`src/rtl/load_store_unit_pkg.sv`:
```
// Shared widths, FSM encoding and counter helper for the load/store unit.
// No ports: imported by the interface, the aligner and the top.
package load_store_unit_pkg;

  localparam int LSU_ADDR_W = 9;
  localparam int LSU_DATA_W = 32;
  localparam int LSU_TAG_W  = 4;
  localparam int LSU_CNT_W  = 16;

  typedef enum logic {
    IDLE  = 1'b0,
    WRITE = 1'b1
  } lsu_state_e;

  function automatic logic [LSU_CNT_W-1:0] sat_inc(
    input logic [LSU_CNT_W-1:0] v
  );
    return (&v) ? v : v + 1'b1;
  endfunction

endpackage

```
`src/rtl/load_store_unit_if.sv`:
```
// Request/response handshake bundle of the load/store unit.
// slave: LSU side; master: requester/consumer side.
interface load_store_unit_if
  import load_store_unit_pkg::*;
#(
  parameter int ADDR_W = LSU_ADDR_W,
  parameter int DATA_W = LSU_DATA_W,
  parameter int TAG_W  = LSU_TAG_W
);

  logic              req_valid;
  logic              req_ready;
  logic              req_write;
  logic              req_half;
  logic              req_hi;
  logic              req_signed;
  logic [ADDR_W-1:0] req_addr;
  logic [DATA_W-1:0] req_wdata;
  logic [TAG_W-1:0]  req_tag;
  logic              resp_valid;
  logic              resp_ready;
  logic [DATA_W-1:0] resp_rdata;
  logic [TAG_W-1:0]  resp_tag;

  modport slave (
    input  req_valid, req_write, req_half,
    input  req_hi, req_signed, req_addr,
    input  req_wdata, req_tag, resp_ready,
    output req_ready, resp_valid,
    output resp_rdata, resp_tag
  );

  modport master (
    output req_valid, req_write, req_half,
    output req_hi, req_signed, req_addr,
    output req_wdata, req_tag, resp_ready,
    input  req_ready, resp_valid,
    input  resp_rdata, resp_tag
  );

endinterface

```
`src/rtl/lsu_half_align.sv`:
```
// Half-word extract/extend for loads and merge for stores (combinational).
// Ports: word, wdata, hi, sext in; ld_half, st_merge out.
module lsu_half_align
  import load_store_unit_pkg::*;
#(
  parameter int DATA_W = LSU_DATA_W
) (
  input  logic [DATA_W-1:0] word,
  input  logic [15:0]       wdata,
  input  logic              hi,
  input  logic              sext,
  output logic [DATA_W-1:0] ld_half,
  output logic [DATA_W-1:0] st_merge
);

  logic [15:0] half;

  assign half = hi ? word[31:16] : word[15:0];

  assign ld_half = {
    {(DATA_W-16){sext & half[15]}},
    half
  };

  always_comb begin
    st_merge = word;
    if (hi) st_merge[31:16] = wdata;
    else    st_merge[15:0]  = wdata;
  end

endmodule

```
`src/rtl/load_store_unit.sv`:
```
// Load/store unit: 1-cycle loads, 2-cycle (RMW for halves) stores.
// Ports: clock, reset, bus (slave), memory rd/wr ports, n_loads/n_stores.
module load_store_unit
  import load_store_unit_pkg::*;
#(
  parameter int ADDR_W = LSU_ADDR_W,
  parameter int DATA_W = LSU_DATA_W,
  parameter int TAG_W  = LSU_TAG_W
) (
  input  logic                 clock,
  input  logic                 reset,
  load_store_unit_if.slave     bus,
  output logic [ADDR_W-1:0]    mem_rd_addr,
  input  logic [DATA_W-1:0]    mem_rd_data,
  output logic [ADDR_W-1:0]    mem_wr_addr,
  output logic [DATA_W-1:0]    mem_wr_data,
  output logic                 mem_wr_enable,
  output logic [LSU_CNT_W-1:0] n_loads,
  output logic [LSU_CNT_W-1:0] n_stores
);

  lsu_state_e        state;
  logic              rv;
  logic [DATA_W-1:0] rdata;
  logic [TAG_W-1:0]  tag;
  logic              ready;
  logic              ld_acc;
  logic              st_acc;
  logic [DATA_W-1:0] ld_half;
  logic [DATA_W-1:0] st_merge;

  lsu_half_align #(.DATA_W(DATA_W)) u_align (
    .word     (mem_rd_data),
    .wdata    (bus.req_wdata[15:0]),
    .hi       (bus.req_hi),
    .sext     (bus.req_signed),
    .ld_half  (ld_half),
    .st_merge (st_merge)
  );

  // Reads are addressed straight from the request so
  // loads and half-store merges see the word this cycle.
  assign mem_rd_addr = bus.req_addr;

  assign ready  = (state == IDLE) &&
                  (!rv || bus.resp_ready);
  assign ld_acc = bus.req_valid && ready &&
                  !bus.req_write;
  assign st_acc = bus.req_valid && ready &&
                  bus.req_write;

  assign bus.req_ready  = ready;
  assign bus.resp_valid = rv;
  assign bus.resp_rdata = rdata;
  assign bus.resp_tag   = tag;

  always_ff @(posedge clock or negedge reset) begin
    if (!reset) begin
      state         <= IDLE;
      rv            <= 1'b0;
      rdata         <= '0;
      tag           <= '0;
      mem_wr_enable <= 1'b0;
      mem_wr_addr   <= '0;
      mem_wr_data   <= '0;
      n_loads       <= '0;
      n_stores      <= '0;
    end else begin
      if (rv && bus.resp_ready) rv <= 1'b0;
      unique case (state)
        IDLE: begin
          unique case (1'b1)
            ld_acc: begin
              rv      <= 1'b1;
              rdata   <= bus.req_half ?
                         ld_half : mem_rd_data;
              tag     <= bus.req_tag;
              n_loads <= sat_inc(n_loads);
            end
            st_acc: begin
              mem_wr_addr   <= bus.req_addr;
              mem_wr_data   <= bus.req_half ?
                               st_merge : bus.req_wdata;
              mem_wr_enable <= 1'b1;
              n_stores      <= sat_inc(n_stores);
              state         <= WRITE;
            end
            default: ;
          endcase
        end
        WRITE: begin
          mem_wr_enable <= 1'b0;
          state         <= IDLE;
        end
        default: state <= IDLE;
      endcase
    end
  end

endmodule
```
`src/flat_wrapper.sv`:
```
// flat-port wrapper written by rule: the top's interface ports become plain ports
module load_store_unit_flat import load_store_unit_pkg::*;
#(
  parameter int ADDR_W = LSU_ADDR_W,
  parameter int DATA_W = LSU_DATA_W,
  parameter int TAG_W  = LSU_TAG_W
)
  (clock, reset, mem_rd_addr, mem_rd_data, mem_wr_addr, mem_wr_data, mem_wr_enable, n_loads, n_stores, bus_req_valid, bus_req_write, bus_req_half, bus_req_hi, bus_req_signed, bus_req_addr, bus_req_wdata, bus_req_tag, bus_resp_ready, bus_req_ready, bus_resp_valid, bus_resp_rdata, bus_resp_tag);
  load_store_unit_if #(.ADDR_W(ADDR_W), .DATA_W(DATA_W), .TAG_W(TAG_W)) bus_i ();
  input  logic clock;
  input  logic reset;
  output logic [ADDR_W-1:0] mem_rd_addr;
  input  logic [DATA_W-1:0] mem_rd_data;
  output logic [ADDR_W-1:0] mem_wr_addr;
  output logic [DATA_W-1:0] mem_wr_data;
  output logic mem_wr_enable;
  output logic [LSU_CNT_W-1:0] n_loads;
  output logic [LSU_CNT_W-1:0] n_stores;
  input wire logic [$bits(bus_i.req_valid)-1:0] bus_req_valid;
  input wire logic [$bits(bus_i.req_write)-1:0] bus_req_write;
  input wire logic [$bits(bus_i.req_half)-1:0] bus_req_half;
  input wire logic [$bits(bus_i.req_hi)-1:0] bus_req_hi;
  input wire logic [$bits(bus_i.req_signed)-1:0] bus_req_signed;
  input wire logic [$bits(bus_i.req_addr)-1:0] bus_req_addr;
  input wire logic [$bits(bus_i.req_wdata)-1:0] bus_req_wdata;
  input wire logic [$bits(bus_i.req_tag)-1:0] bus_req_tag;
  input wire logic [$bits(bus_i.resp_ready)-1:0] bus_resp_ready;
  output wire logic [$bits(bus_i.req_ready)-1:0] bus_req_ready;
  output wire logic [$bits(bus_i.resp_valid)-1:0] bus_resp_valid;
  output wire logic [$bits(bus_i.resp_rdata)-1:0] bus_resp_rdata;
  output wire logic [$bits(bus_i.resp_tag)-1:0] bus_resp_tag;
  assign bus_i.req_valid = bus_req_valid;
  assign bus_i.req_write = bus_req_write;
  assign bus_i.req_half = bus_req_half;
  assign bus_i.req_hi = bus_req_hi;
  assign bus_i.req_signed = bus_req_signed;
  assign bus_i.req_addr = bus_req_addr;
  assign bus_i.req_wdata = bus_req_wdata;
  assign bus_i.req_tag = bus_req_tag;
  assign bus_i.resp_ready = bus_resp_ready;
  assign bus_req_ready = bus_i.req_ready;
  assign bus_resp_valid = bus_i.resp_valid;
  assign bus_resp_rdata = bus_i.resp_rdata;
  assign bus_resp_tag = bus_i.resp_tag;
  load_store_unit #(.ADDR_W(ADDR_W), .DATA_W(DATA_W), .TAG_W(TAG_W)) u_core (.clock(clock), .reset(reset), .bus(bus_i), .mem_rd_addr(mem_rd_addr), .mem_rd_data(mem_rd_data), .mem_wr_addr(mem_wr_addr), .mem_wr_data(mem_wr_data), .mem_wr_enable(mem_wr_enable), .n_loads(n_loads), .n_stores(n_stores));
endmodule
```
`config.mk`:
```
export PLATFORM = sky130hd
export DESIGN_NAME = load_store_unit_flat
export DESIGN_NICKNAME = d
export VERILOG_FILES = /design/src/rtl/load_store_unit_pkg.sv /design/src/rtl/load_store_unit_if.sv /design/src/rtl/lsu_half_align.sv /design/src/rtl/load_store_unit.sv /design/src/flat_wrapper.sv
export SDC_FILE = /design/constraint.sdc
export NUM_CORES = 1
export LEC_CHECK = 0
export ABC_AREA = 0
export CAP_MARGIN = 20
export CORE_MARGIN = 2
export CORE_UTILIZATION = 39
export CTS_CLUSTER_DIAMETER = 120
export DETAILED_ROUTE_END_ITERATION = 8
export GPL_ROUTABILITY_DRIVEN = 0
export GPL_TIMING_DRIVEN = 0
export PLACE_DENSITY = 0.76
export SETUP_SLACK_MARGIN = 0.05
export SLEW_MARGIN = 20
export SYNTH_ARGS = -nofsm -noshare
export SYNTH_HDL_FRONTEND = slang
export SYNTH_SLANG_ARGS = --single-unit
```
`constraint.sdc`:
```
create_clock -name clock -period 1.89 [get_ports clock]
set_input_delay 0.378 -clock clock [delete_from_list [all_inputs] [get_ports clock]]
set_output_delay 0.378 -clock clock [all_outputs]
set_load 0.005 [all_outputs]
```
Word-level counts from Yosys, hierarchy flattened:

Index checks and enable logic that the tools add are counted.

* equal/unequal tests: 1
* reduce and logical (&&, ||, !) cells: 14
* add/sub/neg operators: 2
* muxes and demuxes: 12
* bitwise operators: 4

Operators by type and width (number)
* $mux W32: 2
* $mux W16: 3
* $add A16 B1 Y16 const B: 2
* $reduce_and A16 Y1: 2
* $reduce_and A3 Y1: 2
* $logic_and A1 B1 Y1: 5
* $mux W1: 5
* $pmux W1 S2: 2
* $reduce_and A2 Y1: 2
* $not A1 Y1: 3
* $logic_not A1 Y1: 2
* $ne A2 B1 Y1 const B: 1
* $and A1 B1 Y1: 1
* $logic_or A1 B1 Y1: 1

* word-level logic and storage cells: 42
* input port bits: 85
* flip-flop bits (word level): 112
* output and inout bits: 121

Longest topological paths before layout:

* word-level depth: 7
* depth in mapped cells: 7
* gate-level depth less buffers: 6

Hierarchy:

Synthesis repeated with hierarchy kept, for this count alone.

* cells, all modules: 568
* area total of the unflattened synthesis: 6097.1 sq um

By module, submodules not included
* load_store_unit: sequential area each 2802.7 sq um, area each 5246.3 sq um, times used 1, cells each 499
* lsu_half_align: sequential area each 0.0 sq um, area each 850.8 sq um, times used 1, cells each 69

Least setup slack after synthesis:

Ideal clock, no wire load.

* path type: reg2reg
* start point: reg u_core.rv, in the netlist u_core.bus.resp_valid
* end point: reg u_core.n_loads[10]
* stages on the path, launching flop included: 7
* period minus slack after synthesis: 1.989 ns
* data arrival time: 1.910 ns
* slack: -0.099 ns
* library setup time: 0.079 ns
* required time: 1.811 ns
* cell sequence: dfrtp_1 -> nor2b_4 -> or4b_4 -> buf_6 -> or4_4 -> nor2_2 -> xor2_1

* cells in the longest elaborated chain, start to end: 6

RTL lines
* from (decl): line load_store_unit.sv:23 `logic rv;`
* from (signal assigned): line load_store_unit.sv:60 `rv <= 1'b0;`
* from (signal assigned): line load_store_unit.sv:69 `if (rv && bus.resp_ready) rv <= 1'b0;`
* from (signal assigned): line load_store_unit.sv:74 `rv <= 1'b1;`
* $logic_not A1 Y1: line load_store_unit.sv:46 `(!rv || bus.resp_ready);`
* $logic_or A1 B1 Y1: line load_store_unit.sv:46
* $logic_and A1 B1 Y1: line load_store_unit.sv:45 `assign ready = (state == IDLE) &&`
* $logic_and A1 B1 Y1 (2 in series): line load_store_unit.sv:47 `assign ld_acc = bus.req_valid && ready &&`
* $reduce_and A3 Y1 (no line)
* to (signal assigned): line load_store_unit.sv:78 `n_loads <= sat_inc(n_loads);`
* to (decl): line load_store_unit.sv:18 `output logic [LSU_CNT_W-1:0] n_loads,`

No other way between the ends.
A chain may end at the register's enable or synchronous reset.

Worst setup path after layout:

Ends and elaborated chain as after synthesis.

==> flow_summary.json <==
{
  "die-area_um2": 14100,
  "synth-edff-count": 0,
  "max_freq_ghz": 0.518,
  "core_um2": 12800,
  "syn_area_um2": 5150,
  "drive_gt1_frac": 0.101,
  "ir_worst_vdd_uv": 453,
  "crit_chain": "nor2b_4 > or4b_4 > buf_6 > or4_4 > nor2_2 > xor2_1",
  "p_seq_frac": 0.445,
  "start_util": 0.403,
  "criticalPathCategory": "flop to flop",
  "area_growth_pct": 54.6,
  "avgViaCountPerCell": 5.07,
  "synth_top_family_by_area": "simple AND/OR/NAND/NOR gates",
  "regToRegSetupSlack_ps": -40,
  "finalSetupTns_ps": -105,
  "r2r-start": "u_core.bus.resp_valid",
  "clk_latency_ps": 340,
  "end_kind": "flop",
  "fin_ws_ps": -41.7,
  "hpwl_um": 12400,
  "slew_violations": 0,
  "worst_pin_slew_ps": 592,
  "avgSynthCellArea_um2": 9.98,
  "cts_hold_repair.buffers": 0,
  "switching_share": 0.279,
  "overflow": 0,
  "power_leakage_nw": 3.65,
  "rsz0062_at_grt": "yes",
  "status": "complete, but fails checks",
  "path_clk_slew_ps": 70,
  "p_per_area_nw_per_um2": 924,
  "worstPathRequired_ps": 2150,
  "cpLargestDelayFamily": "simple AND/OR/NAND/NOR gates",
  "fin_total_pwr_mw": 7.35,
  "ff2ff_path_depth": 6,
  "post_synth_main_area_contributors": "dfrtp_1 54%, mux2i_1 9.3%, nand2_1 8.3%, o21ai_0 6.3%, xnor2_1 2.9%",
  "yosysTopAreaCellShare": 0.544,
  "grt_pass1_vias": 4928,
  "post-route-period-util": 1.02,
  "maxCapViolCount": 0,
  "rows": 41,
  "antenna_found_initial": 2,
  "r2r_end": "u_core.n_loads[10]",
  "critPathLaunchType": "flop",
  "ant_nets": 0,
  "placed_area_um2": 7450,
  "cts_buffers": 9,
  "synth_fa_ha_area_frac": 0.00486,
  "period_minus_slack_ps": 1930,
  "hold_path.class": "input pin to asynchronous set/reset pin",
  "cts_tree": "done",
  "synth_compound_area_frac": 0.0824,
  "dp.cells": 893,
  "cp_max_fo": 7,
  "cp_slowest_stage_delay_ps": 480,
  "synthMuxAreaShare": 0.0999,
  "clock-skew-final_ps": 6.00,
  "synthArstFlopShare": 1.00,
  "drc": 0,
  "wl_um": 16200,
  "grt_pass1_wl_um": 25900,
  "clock_tree.root_cell": "clkbuf_16",
  "power_switching_mw": 2.05,
  "ys.flop_type": "dfrtp_1",
  "syn_nets": 603,
  "ys_ff_latch": 112,
  "vias": 4657,
  "detail_route.wl_per_cell_um": 17.7,
  "crit_path_end": "u_core.n_loads[10]",
  "drtPass1Iterations": 4,
  "power.share.combinational": 0.288,
  "die_height_um": 119,
  "drt_iter0_drc": 296,
  "ys_types": 34,
  "synth_xor_xnor_area_share": 0.0510,
  "synth_seq_area_share": 0.544,
  "design_area_um2": 7960,
  "grt_max_degree": 60,
  "track_usage": 0.231,
  "slew_headroom": 0.605,
  "worstPathArrival_ps": 2190,
  "crit_start": "u_core.bus.resp_valid",
  "h-tree-depth": 3,
  "cp_slowest_cell": "or4b_4",
  "clkPwrFrac": 0.266,
  "postSynthCellCount": 516,
  "ios": 206,
  "cts.path.max_buffers": 2,
  "yosysWarnings": 0,
  "synthSimpleGateAreaFrac": 0.182,
  "hold_violations": 0,
  "critical_path_buf_inv_count": 1,
  "fin_nets": 828,
  "final_cells": 919,
  "intPower_mw": 5.30,
  "die_w_um": 119,
  "final-setup-viol-count": 4,
  "violations": "negative setup slack",
  "cts_sinks": 112,
  "yosysTopAreaCell": "dfrtp_1",
  "portBuffers": 204,
  "cp.depth": 6
}
[placed cells by master, fill, tap and decap left out, types with 2 or more instances in the layout]
cell and count:
a21oi_1 16, and3_1 4, and4_1 5, buf_2 4, buf_4 18, buf_6 3
clkbuf_1 6, clkbuf_16 9, clkbuf_2 10, clkbuf_4 2, clkbuf_8 5, clkdlybuf4s50_1 192
clkinv_2 2, dfrtp_1 111, diode_2 2, dlygate4sd2_1 7, dlymetal6s2s_1 4, ha_1 2
mux2_2 3, mux2i_1 48, nand2_1 114, nand2b_1 18, nand3_1 7, nand3_2 2
nand4_1 12, nor2_1 22, nor2_2 3, nor3_1 2, nor3_2 2, nor4_4 2
o21ai_0 65, xnor2_1 17, xor2_1 13
[per-layer routing]
metal | global-route usage | routed length, µm
met1 | 0.302 | 6870
met2 | 0.380 | 7960
met3 | 0.0623 | 1170
met4 | 0.0640 | 225
met5 | 0 | 0
[how the worst min path moves through the flow]
stage / from / endpoint / cells after the start
after detailed placement: reset / u_core.n_loads[3] / 1
after global routing: reset / u_core.n_loads[3] / 1
after floorplan: reset / u_core.bus.resp_rdata[0] / 0
after global placement: u_core.mem_wr_addr[2] / u_core.mem_wr_addr[2] / 2
after CTS: reset / u_core.n_loads[3] / 1
final: reset / u_core.n_loads[3] / 1
[logic make-up (layout without fill, tap and decap cells)]
logic type / Yosys count / in the layout
buf+inv: 37 / 266
compound gates: 84 / 84
xor+xnor: 30 / 30
other cells: 0 / 2
mux: 51 / 51
fa+ha+maj: 2 / 2
simple gates: 200 / 200
flops: 112 / 112
[worst reg2reg max path: cells and delay by family, from the launching register on]
| kind | cells | cell delay (ps) |
|---|---|---|
| simple gates | 4 | 1180 |
| flops | 1 | 380 |
| buf+inv | 1 | 150 |
| xor+xnor | 1 | 150 |
[repair_timing]
item	in CTS	in global routing
pin swaps	3	1
setup buffers	6	3
endpoints found under the setup margin	111	77
gates resized for setup	40	19
[cells in the mapped netlist, types with 2 or more instances]
library cell and n:
nor2_2 2, xor2_1 13, ha_1 2, dfrtp_1 112
a21oi_1 17, clkbuf_1 20, buf_4 9, nand2_1 114
nand3_1 9, nand4_1 12, buf_1 3, nor2_1 23
mux2i_1 48, mux2_2 3, nor3_1 3, buf_2 2
xnor2_1 17, nand2b_1 18, o21ai_0 65, nor4_1 3
and3_1 4, and4_1 5
[power by group through the flow]
stage / Sequential (mW) / Combinational [mW] / Clock, mW
3_5_place_dp: 3.30 / 2.10 / 0
3_3_place_gp: 3.26 / 2.04 / 0
5_1_grt: 3.33 / 2.31 / 2.09
2_1_floorplan: 3.27 / 0.604 / 0
6_report: 3.27 / 2.12 / 1.96
4_1_cts: 3.26 / 2.14 / 2.00
[registers in the layout (all words and copies together) (netlist names)]
register and cells:
u_core.bus.resp_tag 4, u_core.mem_wr_enable 1, u_core.bus.resp_valid 1, u_core.state 1
u_core.mem_wr_data 32, u_core.n_stores 16, u_core.mem_wr_addr 9, u_core.bus.resp_rdata 32
u_core.n_loads 16
[through the flow]
stage	utilization	setup slack [ps]	hold WS [ps]
after detailed placement	0.583	-721	390
after global routing	0.623	-117	51.3
final	0.623	-41.7	17.4
after floorplan	-	-10.6	82.4
after global placement	0.581	-3840	461
after CTS	0.617	-45.4	28.9
[layout make-up]
cell class / count / area (µm²)
fill: 1031 / 4820
sequential: 112 / 2800
multi-input combinational: 367 / 2250
timing repair buffer: 214 / 2140
clock buffer: 12 / 267
buffer: 35 / 225
tap: 172 / 215
clock inverter: 3 / 40.0
inverter: 2 / 7.51
antenna: 2 / 5.00
Note: power is estimated with default switching activity, not from simulation.
